<file path="src/rtl/flappy_pkg.sv">
// Shared Flappy geometry, state encoding, LFSR seed/taps and initial pipe gaps.
// The VGA compositor imports the same package so both sides agree on geometry.
package flappy_pkg;
  localparam int SCREEN_W     = 640;
  localparam int SCREEN_H     = 480;
  localparam int BIRD_X       = 100;
  localparam int BIRD_SIZE    = 30;
  localparam int BIRD_Y0      = 225;
  localparam int PIPE_W       = 50;
  localparam int GAP_H        = 100;
  localparam int NUM_PIPES    = 4;
  localparam int PIPE_SPACING = 160;
  localparam int GAP_MIN      = 40;
  localparam int GRAVITY      = 1;
  localparam int FLAP_VEL     = -8;
  localparam int MAX_FALL     = 8;
  localparam int SCROLL       = 1;

  localparam int X_W = 11;
  localparam int Y_W = 9;
  localparam int V_W = 6;

  localparam logic [7:0] LFSR_SEED = 8'hA5;
  // Fibonacci taps 8,6,5,4 expressed as bit positions 7,5,4,3
  localparam logic [7:0] LFSR_TAPS = 8'hB8;

  typedef enum logic [1:0] {
    S_IDLE  = 2'd0,
    S_PLAY  = 2'd1,
    S_CHECK = 2'd2,
    S_DEAD  = 2'd3
  } state_t;

  function automatic logic [Y_W-1:0] init_gap(input int i);
    case (i)
      0:       return Y_W'(100);
      1:       return Y_W'(300);
      2:       return Y_W'(180);
      3:       return Y_W'(240);
      default: return Y_W'(100);
    endcase
  endfunction

  function automatic logic [X_W-1:0] init_px(input int i);
    return X_W'(SCREEN_W + i * PIPE_SPACING);
  endfunction
endpackage

</file>
<file path="src/rtl/flappy_game_engine_if.sv">
// Game-engine bus: frame/flap inputs and the frame-stable positions fed to the compositor.
interface flappy_game_engine_if;
  import flappy_pkg::*;

  logic                     frame_tick;
  logic                     flap;
  logic [Y_W-1:0]           bird_y;
  logic [NUM_PIPES*X_W-1:0] pipe_x;
  logic [NUM_PIPES*Y_W-1:0] pipe_gap_y;
  logic [7:0]               score;
  logic                     game_over;
  logic [1:0]               state;

  modport master (
    output frame_tick, flap,
    input  bird_y, pipe_x, pipe_gap_y, score, game_over, state
  );

  modport slave (
    input  frame_tick, flap,
    output bird_y, pipe_x, pipe_gap_y, score, game_over, state
  );
endinterface

</file>
<file path="src/rtl/flappy_lfsr8.sv">
// Free-running 8-bit Fibonacci LFSR used to pick new pipe gap heights.
module flappy_lfsr8
  import flappy_pkg::*;
(
  input  logic       clk,
  input  logic       reset,
  output logic [7:0] q
);
  always_ff @(posedge clk or posedge reset)
    if (reset) q <= LFSR_SEED;
    else       q <= {q[6:0], ^(q & LFSR_TAPS)};
endmodule

</file>
<file path="src/rtl/flappy_game_engine.sv">
// Flappy game-state engine: bird physics, pipe scroll, scoring and collision,
// advancing once per frame_tick with all outputs registered.
module flappy_game_engine
  import flappy_pkg::*;
(
  input  logic               clk,
  input  logic               reset,
  flappy_game_engine_if.slave bus
);
  localparam logic signed [V_W-1:0] V_FLAP   = V_W'(FLAP_VEL);
  localparam logic signed [V_W-1:0] V_MAX    = V_W'(MAX_FALL);
  localparam logic signed [V_W-1:0] V_GRAV   = V_W'(GRAVITY);
  localparam logic [X_W-1:0]        X_RELOAD = X_W'(NUM_PIPES * PIPE_SPACING - SCROLL);
  localparam logic [X_W-1:0]        X_PASS   = X_W'(BIRD_X - PIPE_W - 1);

  state_t                        state_q, state_d;
  logic [Y_W-1:0]                bird_y_q, bird_y_d;
  logic signed [V_W-1:0]         vel_q, vel_d, vel_tick;
  logic signed [X_W-1:0]         y_tick;
  logic [7:0]                    score_q, score_d;
  logic                          go_q, go_d;
  logic                          flap_prev, pend_q, pend_d, flap_edge;
  logic [NUM_PIPES-1:0][X_W-1:0] px_q, px_d, px_tick;
  logic [NUM_PIPES-1:0][Y_W-1:0] gap_q, gap_d, gap_tick;
  logic [NUM_PIPES-1:0]          pass, pipe_hit;
  logic                          floor_hit;
  logic [7:0]                    lfsr;

  flappy_lfsr8 u_lfsr (.clk(clk), .reset(reset), .q(lfsr));

  assign flap_edge = bus.flap & ~flap_prev;

  // A pending flap and a fresh edge on the tick cycle are treated alike
  assign vel_tick = (pend_q | flap_edge) ? V_FLAP :
                    (vel_q >= V_MAX)     ? V_MAX  : vel_q + V_GRAV;
  assign y_tick   = $signed({2'b00, bird_y_q}) +
                    $signed({{(X_W-V_W){vel_tick[V_W-1]}}, vel_tick});

  for (genvar i = 0; i < NUM_PIPES; i++) begin : g_pipe
    assign px_tick[i]  = (px_q[i] == '0) ? X_RELOAD : px_q[i] - X_W'(SCROLL);
    assign gap_tick[i] = (px_q[i] == '0) ? Y_W'(GAP_MIN) + {1'b0, lfsr} : gap_q[i];
    assign pass[i]     = (px_tick[i] == X_PASS);
    // Inclusive x-overlap of bird and pipe, then bird not fully inside the opening
    assign pipe_hit[i] = ({1'b0, px_q[i]} <= 12'(BIRD_X + BIRD_SIZE)) &&
                         ({1'b0, px_q[i]} + 12'(PIPE_W) >= 12'(BIRD_X)) &&
                         (({1'b0, bird_y_q} < {1'b0, gap_q[i]}) ||
                          ({1'b0, bird_y_q} + 10'(BIRD_SIZE) > {1'b0, gap_q[i]} + 10'(GAP_H)));
  end

  assign floor_hit = ({1'b0, bird_y_q} + 10'(BIRD_SIZE)) >= 10'(SCREEN_H);

  always_comb begin
    state_d  = state_q;
    bird_y_d = bird_y_q;
    vel_d    = vel_q;
    score_d  = score_q;
    go_d     = go_q;
    pend_d   = pend_q | flap_edge;
    px_d     = px_q;
    gap_d    = gap_q;
    case (state_q)
      S_IDLE: if (flap_edge) begin
        state_d = S_PLAY;
        vel_d   = V_FLAP;
        pend_d  = 1'b0;
      end
      S_PLAY: if (bus.frame_tick) begin
        state_d = S_CHECK;
        pend_d  = 1'b0;
        px_d    = px_tick;
        gap_d   = gap_tick;
        if (y_tick < 0) begin
          bird_y_d = '0;
          vel_d    = '0;
        end else begin
          bird_y_d = y_tick[Y_W-1:0];
          vel_d    = vel_tick;
        end
        if (|pass && score_q != 8'hFF) score_d = score_q + 8'd1;
      end
      S_CHECK: begin
        if (floor_hit || |pipe_hit) begin
          state_d = S_DEAD;
          go_d    = 1'b1;
        end else begin
          state_d = S_PLAY;
        end
      end
      S_DEAD: if (flap_edge) begin
        state_d  = S_IDLE;
        bird_y_d = Y_W'(BIRD_Y0);
        vel_d    = '0;
        score_d  = '0;
        go_d     = 1'b0;
        pend_d   = 1'b0;
        for (int i = 0; i < NUM_PIPES; i++) begin
          px_d[i]  = init_px(i);
          gap_d[i] = init_gap(i);
        end
      end
      default: ;
    endcase
  end

  always_ff @(posedge clk or posedge reset) begin
    if (reset) begin
      state_q   <= S_IDLE;
      bird_y_q  <= Y_W'(BIRD_Y0);
      vel_q     <= '0;
      score_q   <= '0;
      go_q      <= 1'b0;
      flap_prev <= 1'b0;
      pend_q    <= 1'b0;
      for (int i = 0; i < NUM_PIPES; i++) begin
        px_q[i]  <= init_px(i);
        gap_q[i] <= init_gap(i);
      end
    end else begin
      state_q   <= state_d;
      bird_y_q  <= bird_y_d;
      vel_q     <= vel_d;
      score_q   <= score_d;
      go_q      <= go_d;
      flap_prev <= bus.flap;
      pend_q    <= pend_d;
      px_q      <= px_d;
      gap_q     <= gap_d;
    end
  end

  assign bus.bird_y     = bird_y_q;
  assign bus.pipe_x     = px_q;
  assign bus.pipe_gap_y = gap_q;
  assign bus.score      = score_q;
  assign bus.game_over  = go_q;
  assign bus.state      = state_q;
endmodule

</file>
<file path="src/flat_wrapper.sv">
// flat-port wrapper written by rule: the top's interface ports become plain ports
module flappy_game_engine_flat import flappy_pkg::*;
  (clk, reset, bus_frame_tick, bus_flap, bus_bird_y, bus_pipe_x, bus_pipe_gap_y, bus_score, bus_game_over, bus_state);
  flappy_game_engine_if bus_i ();
  input  logic clk;
  input  logic reset;
  input wire logic [$bits(bus_i.frame_tick)-1:0] bus_frame_tick;
  input wire logic [$bits(bus_i.flap)-1:0] bus_flap;
  output wire logic [$bits(bus_i.bird_y)-1:0] bus_bird_y;
  output wire logic [$bits(bus_i.pipe_x)-1:0] bus_pipe_x;
  output wire logic [$bits(bus_i.pipe_gap_y)-1:0] bus_pipe_gap_y;
  output wire logic [$bits(bus_i.score)-1:0] bus_score;
  output wire logic [$bits(bus_i.game_over)-1:0] bus_game_over;
  output wire logic [$bits(bus_i.state)-1:0] bus_state;
  assign bus_i.frame_tick = bus_frame_tick;
  assign bus_i.flap = bus_flap;
  assign bus_bird_y = bus_i.bird_y;
  assign bus_pipe_x = bus_i.pipe_x;
  assign bus_pipe_gap_y = bus_i.pipe_gap_y;
  assign bus_score = bus_i.score;
  assign bus_game_over = bus_i.game_over;
  assign bus_state = bus_i.state;
  flappy_game_engine u_core (.clk(clk), .reset(reset), .bus(bus_i));
endmodule
</file>
<file path="config.mk">
export PLATFORM = sky130hd
export DESIGN_NAME = flappy_game_engine_flat
export DESIGN_NICKNAME = d
export VERILOG_FILES = /design/src/rtl/flappy_pkg.sv /design/src/rtl/flappy_game_engine_if.sv /design/src/rtl/flappy_lfsr8.sv /design/src/rtl/flappy_game_engine.sv /design/src/flat_wrapper.sv
export SDC_FILE = /design/constraint.sdc
export NUM_CORES = 1
export LEC_CHECK = 0
export ABC_CLOCK_PERIOD_IN_PS = 4250
export CORE_MARGIN = 2
export CORE_UTILIZATION = 39
export CTS_BUF_LIST = sky130_fd_sc_hd__clkbuf_4 sky130_fd_sc_hd__clkbuf_8
export CTS_CLUSTER_DIAMETER = 60
export CTS_CLUSTER_SIZE = 30
export DETAILED_ROUTE_END_ITERATION = 8
export GPL_ROUTABILITY_DRIVEN = 0
export GPL_TIMING_DRIVEN = 0
export HOLD_SLACK_MARGIN = 0.08
export PLACE_DENSITY_LB_ADDON = 0.2
export SETUP_SLACK_MARGIN = 0.15
export SLEW_MARGIN = 20
export SYNTH_ARGS = -nofsm -noshare
export SYNTH_HDL_FRONTEND = slang
export SYNTH_SLANG_ARGS = --single-unit
</file>
<file path="constraint.sdc">
create_clock -name clk -period 4.25 [get_ports clk]
set_input_delay 1.0625 -clock clk [delete_from_list [all_inputs] [get_ports clk]]
set_output_delay 1.0625 -clock clk [all_outputs]
set_load 0.1 [all_outputs]
</file>
==> impl_metrics.xml <==
<?xml version="1.0" encoding="UTF-8"?>
<metrics>
  <group name="routing">
    <metric name="drc_errors" unit="">0</metric>
    <metric name="wl_per_cell" unit="um">19.4</metric>
    <metric name="wire_length_reported_by_the_detailed_router" unit="mm">31.1</metric>
    <metric name="drt_pre_antenna_iters" unit="">5</metric>
    <metric name="drt.antenna.violating_nets" unit="">0</metric>
    <metric name="post_drt_via_cell_ratio" unit="">5.68</metric>
    <metric name="vias" unit="">9126</metric>
    <metric name="detail_route.iter0.violations" unit="">682</metric>
  </group>
  <group name="timing">
    <metric name="timing.setup.tns" unit="ns">0</metric>
    <metric name="max_clock_freq" unit="MHz">245</metric>
    <metric name="report.final.slew_viol_count" unit="">0</metric>
    <metric name="fin_crit" unit="ns">4.08</metric>
    <metric name="max_slew.worst_pin.slew" unit="ns">1.03</metric>
    <metric name="relSlewSlack" unit="">0.310</metric>
    <metric name="setup_viol" unit="">0</metric>
    <metric name="rsz_0062_raised_after_global_routing" unit="">false</metric>
    <metric name="timing_hold_violations_final" unit="">0</metric>
    <metric name="fin_ws" unit="ns">0.175</metric>
    <metric name="fin_crit_sh" unit="">0.959</metric>
    <metric name="finalClockSkew" unit="ns">0.0145</metric>
  </group>
  <group name="logic_synthesis">
    <metric name="netlist_instances" unit="">1115</metric>
    <metric name="synth_flop_cell" unit="">sky130_fd_sc_hd__dfrtp_1</metric>
    <metric name="number_of_distinct_library_cells_after_synthesis" unit="">77</metric>
    <metric name="count_of_flip_flops_with_a_built_in_enable_after_synthesis" unit="">0</metric>
    <metric name="synth_largest_area_cell" unit="">sky130_fd_sc_hd__dfrtp_1</metric>
    <metric name="ys_ff_latch" unit="">116</metric>
    <metric name="avgSynthCellArea" unit="um2">8.41</metric>
    <metric name="synth.top_cells.by_area" unit="">sky130_fd_sc_hd__dfrtp_1 22%, sky130_fd_sc_hd__ha_1 16%, sky130_fd_sc_hd__dfstp_2 9.8%, sky130_fd_sc_hd__a21oi_1 5.3%, sky130_fd_sc_hd__o21ai_0 4.1%</metric>
    <metric name="post-synth-top-area-fraction" unit="">0.216</metric>
    <metric name="asyncSetResetFlopFracSynth" unit="">1.00</metric>
    <metric name="seq_area_frac_synth" unit="">0.314</metric>
    <metric name="postSynthNetCount" unit="">1240</metric>
    <metric name="yosysWarningCount" unit="">0</metric>
    <metric name="syn_area" unit="um2">9370</metric>
  </group>
  <group name="cts">
    <metric name="number_of_clock_sinks_seen_by_cts" unit="">116</metric>
    <metric name="numCtsBuffers" unit="">17</metric>
    <metric name="tritoncts" unit="">yes</metric>
    <metric name="postCtsHoldBufs" unit="">0</metric>
    <metric name="clkTransAtPathRegs" unit="ns">0.08</metric>
    <metric name="cts.path.max_buffers" unit="">2</metric>
    <metric name="htree_num_levels" unit="">4</metric>
    <metric name="clock_tree_root_buffer_cell" unit="">sky130_fd_sc_hd__clkbuf_8</metric>
    <metric name="clk_latency" unit="ns">0.47</metric>
  </group>
  <group name="critical_path">
    <metric name="cell_class_contributing_the_biggest_share_of_worst_path_delay" unit="">buffers and inverters</metric>
    <metric name="slowest_stage" unit="">sky130_fd_sc_hd__fa_2</metric>
    <metric name="worst_r2r_startpoint" unit="">u_core.bus.bird_y[1]</metric>
    <metric name="cp_max_fo" unit="">5</metric>
    <metric name="worstSetupPathDepth" unit="">25</metric>
    <metric name="reg_to_reg_endpoint" unit="">u_core.bus.game_over</metric>
    <metric name="worstPathArrival" unit="ns">4.45</metric>
    <metric name="required" unit="ns">4.63</metric>
    <metric name="worst_setup_path_start_kind" unit="">input pin</metric>
    <metric name="timing.critical_path.mode_cell" unit="">sky130_fd_sc_hd__buf_4</metric>
    <metric name="cp.buffers_inverters" unit="">17</metric>
    <metric name="max_stage_delay" unit="ns">0.32</metric>
    <metric name="r2r_setup_slack" unit="ns">0.38</metric>
    <metric name="reg2regPathDepth" unit="">14</metric>
    <metric name="kind_of_capture_point_of_the_worst_setup_path" unit="">flop</metric>
    <metric name="path_class" unit="">input pin to flop</metric>
  </group>
  <group name="global_route">
    <metric name="grt_pass1_wl" unit="mm">48.7</metric>
    <metric name="grt_max_degree" unit="">76</metric>
    <metric name="track_usage" unit="">0.243</metric>
    <metric name="number_of_antenna_violations_at_the_first_check_in_global_routing" unit="">0</metric>
    <metric name="first_global_vias" unit="">8645</metric>
    <metric name="grt-ovfl-total" unit="">0</metric>
  </group>
  <group name="floorplanning">
    <metric name="io-pin-count" unit="">104</metric>
    <metric name="chipHeight" unit="um">159</metric>
    <metric name="initial_core_util" unit="">0.398</metric>
    <metric name="overall_die_width" unit="um">159</metric>
    <metric name="die_outline_area" unit="um2">25300</metric>
    <metric name="core_region_area" unit="um2">23500</metric>
    <metric name="std_cell_rows" unit="">56</metric>
  </group>
  <group name="layout">
    <metric name="post_layout_nonfiller_instances" unit="">1608</metric>
    <metric name="diodes" unit="">0</metric>
    <metric name="areaGrowthSynthToFinish" unit="%">24.3</metric>
    <metric name="layout_common_cells" unit="">119 x sky130_fd_sc_hd__ha_1, 102 x sky130_fd_sc_hd__clkdlybuf4s50_1, 98 x sky130_fd_sc_hd__a21oi_1</metric>
    <metric name="layout.cells.most_common" unit="">sky130_fd_sc_hd__ha_1</metric>
    <metric name="total_non_filler_cell_area_in_the_finished_layout" unit="um2">11700</metric>
    <metric name="count_of_nets_after_finishing" unit="">1401</metric>
    <metric name="final_layout_size_suffix_gt1_frac" unit="">0.117</metric>
  </group>
  <group name="placed_design">
    <metric name="place.detailed.hpwl" unit="mm">22.1</metric>
    <metric name="dpl_cell_area" unit="um2">10800</metric>
    <metric name="place.port_buffers" unit="">103</metric>
    <metric name="place.detailed.instances" unit="">1538</metric>
    <metric name="dpl_worst_slack" unit="ns">-0.899</metric>
  </group>
  <group name="worst_hold_path">
    <metric name="min_to" unit="">u_core.u_lfsr.q[2]</metric>
    <metric name="min_delay_path_depth" unit="">0</metric>
    <metric name="worstHoldStart" unit="">u_core.u_lfsr.q[1]</metric>
    <metric name="worstHoldPathType" unit="">flop to flop</metric>
  </group>
  <group name="run_status">
    <metric name="result_of_the_run" unit="">finished, final reports clean</metric>
  </group>
  <group name="run">
    <metric name="max_cap_viol_count" unit="">0</metric>
  </group>
</metrics>
==> kinds of logic after synthesis <==
kind of cell	synth area share
buf+inv	0.0562
xor+xnor	0.0505
flops	0.314
compound gates	0.217
simple gates	0.184
mux	0.0147
fa+ha+maj	0.163
==> metal layers <==
metal  share of wire  track usage  vias up
met5               0            0        -
met4           0.023       0.0744        0
met3           0.062       0.0440       55
met2            0.47        0.396      321
met1            0.45        0.329     4416
li1                -            -     4334
==> final cells by class <==
| type | instances | area (um2) |
|---|---|---|
| Sequential cell | 116 | 2950 |
| Timing Repair Buffer | 142 | 1340 |
| Inverter | 91 | 350 |
| Tap cell | 319 | 399 |
| Fill cell | 2313 | 11900 |
| Multi-Input combinational cell | 861 | 6010 |
| Buffer | 47 | 185 |
| Clock inverter | 13 | 158 |
| Clock buffer | 19 | 262 |
==> synthesized netlist by cell type (4+ instances only) <==
library cell,count
sky130_fd_sc_hd__o22a_1,12
sky130_fd_sc_hd__clkbuf_1,43
sky130_fd_sc_hd__a211oi_1,6
sky130_fd_sc_hd__o21ai_0,77
sky130_fd_sc_hd__a21oi_1,99
sky130_fd_sc_hd__a311oi_1,4
sky130_fd_sc_hd__dfrtp_1,81
sky130_fd_sc_hd__nand2_1,98
sky130_fd_sc_hd__o41ai_1,6
sky130_fd_sc_hd__a21boi_0,6
sky130_fd_sc_hd__nand4_1,18
sky130_fd_sc_hd__a21o_1,11
sky130_fd_sc_hd__nor3b_1,5
sky130_fd_sc_hd__o21a_1,6
sky130_fd_sc_hd__nand3_1,39
sky130_fd_sc_hd__o31ai_1,9
sky130_fd_sc_hd__nand2b_1,8
sky130_fd_sc_hd__xor2_1,11
sky130_fd_sc_hd__or3_1,16
sky130_fd_sc_hd__and2_1,5
sky130_fd_sc_hd__a31oi_1,13
sky130_fd_sc_hd__o21bai_1,6
sky130_fd_sc_hd__o21ai_1,10
sky130_fd_sc_hd__inv_1,91
sky130_fd_sc_hd__or4_1,5
sky130_fd_sc_hd__o22ai_1,4
sky130_fd_sc_hd__xnor2_1,43
sky130_fd_sc_hd__nor4b_1,9
sky130_fd_sc_hd__nor2_1,81
sky130_fd_sc_hd__ha_1,120
sky130_fd_sc_hd__nor3_1,30
sky130_fd_sc_hd__o211ai_1,8
sky130_fd_sc_hd__dfstp_2,35
sky130_fd_sc_hd__mux2_2,6
sky130_fd_sc_hd__and3_1,7
sky130_fd_sc_hd__a2111oi_0,4
sky130_fd_sc_hd__mux2i_1,7
sky130_fd_sc_hd__nor2b_1,11
==> registers in the layout (all words and copies together), names as in the netlist <==
signal,flops
u_core.bus.bird_y,9
u_core.pend_q,1
u_core.bus.game_over,1
u_core.bus.score,8
u_core.bus.pipe_gap_y,36
u_core.flap_prev,1
u_core.vel_q,6
u_core.u_lfsr.q,8
u_core.bus.state,2
u_core.bus.pipe_x,44
==> how the worst max path moves through the flow <==
stage	startpoint	end	slack (ns)
finish	bus_flap	u_core.bus.bird_y[4]	0.17
global route	bus_flap	u_core.bus.bird_y[4]	0.1
CTS	bus_flap	u_core.vel_q[1]	0.17
detailed placement	bus_flap	u_core.vel_q[1]	-0.90
global placement	reset	u_core.vel_q[1]	-1.81
floorplan	bus_flap	u_core.vel_q[1]	0.16
==> worst register-to-register path, cell delays in order (launching register included) <==
cell                         delay [ns]
sky130_fd_sc_hd__dfrtp_2           0.53
sky130_fd_sc_hd__clkinvlp_4        0.25
sky130_fd_sc_hd__ha_1              0.28
sky130_fd_sc_hd__or3b_1            0.39
sky130_fd_sc_hd__buf_6             0.15
sky130_fd_sc_hd__xor2_4            0.25
sky130_fd_sc_hd__ha_1              0.30
sky130_fd_sc_hd__nand4_1           0.11
sky130_fd_sc_hd__a21oi_1           0.05
sky130_fd_sc_hd__a211o_1           0.27
sky130_fd_sc_hd__a31oi_1           0.16
sky130_fd_sc_hd__a32o_1            0.26
sky130_fd_sc_hd__a21oi_1           0.12
sky130_fd_sc_hd__or4_1             0.55
sky130_fd_sc_hd__o311ai_1          0.10
==> timing repair <==
| action | 4_1_cts | 5_1_grt |
|---|---|---|
| gates resized for setup | 12 | 24 |
| endpoints found under the setup margin | 16 | 15 |
| setup buffers | 31 | 7 |
| pin swaps | 9 | 14 |
==> metrics by stage <==
stage,util,hold slack [ns]
after detailed placement,0.461,0.363
final,0.495,0.386
after global placement,0.459,0.359
after global routing,0.495,0.398
after CTS,0.489,0.383
after floorplan,-,0.355
Power is left out: the tool's default activity adds up to more than one toggle a clock period on the data nets, which glitch-free logic cannot reach.
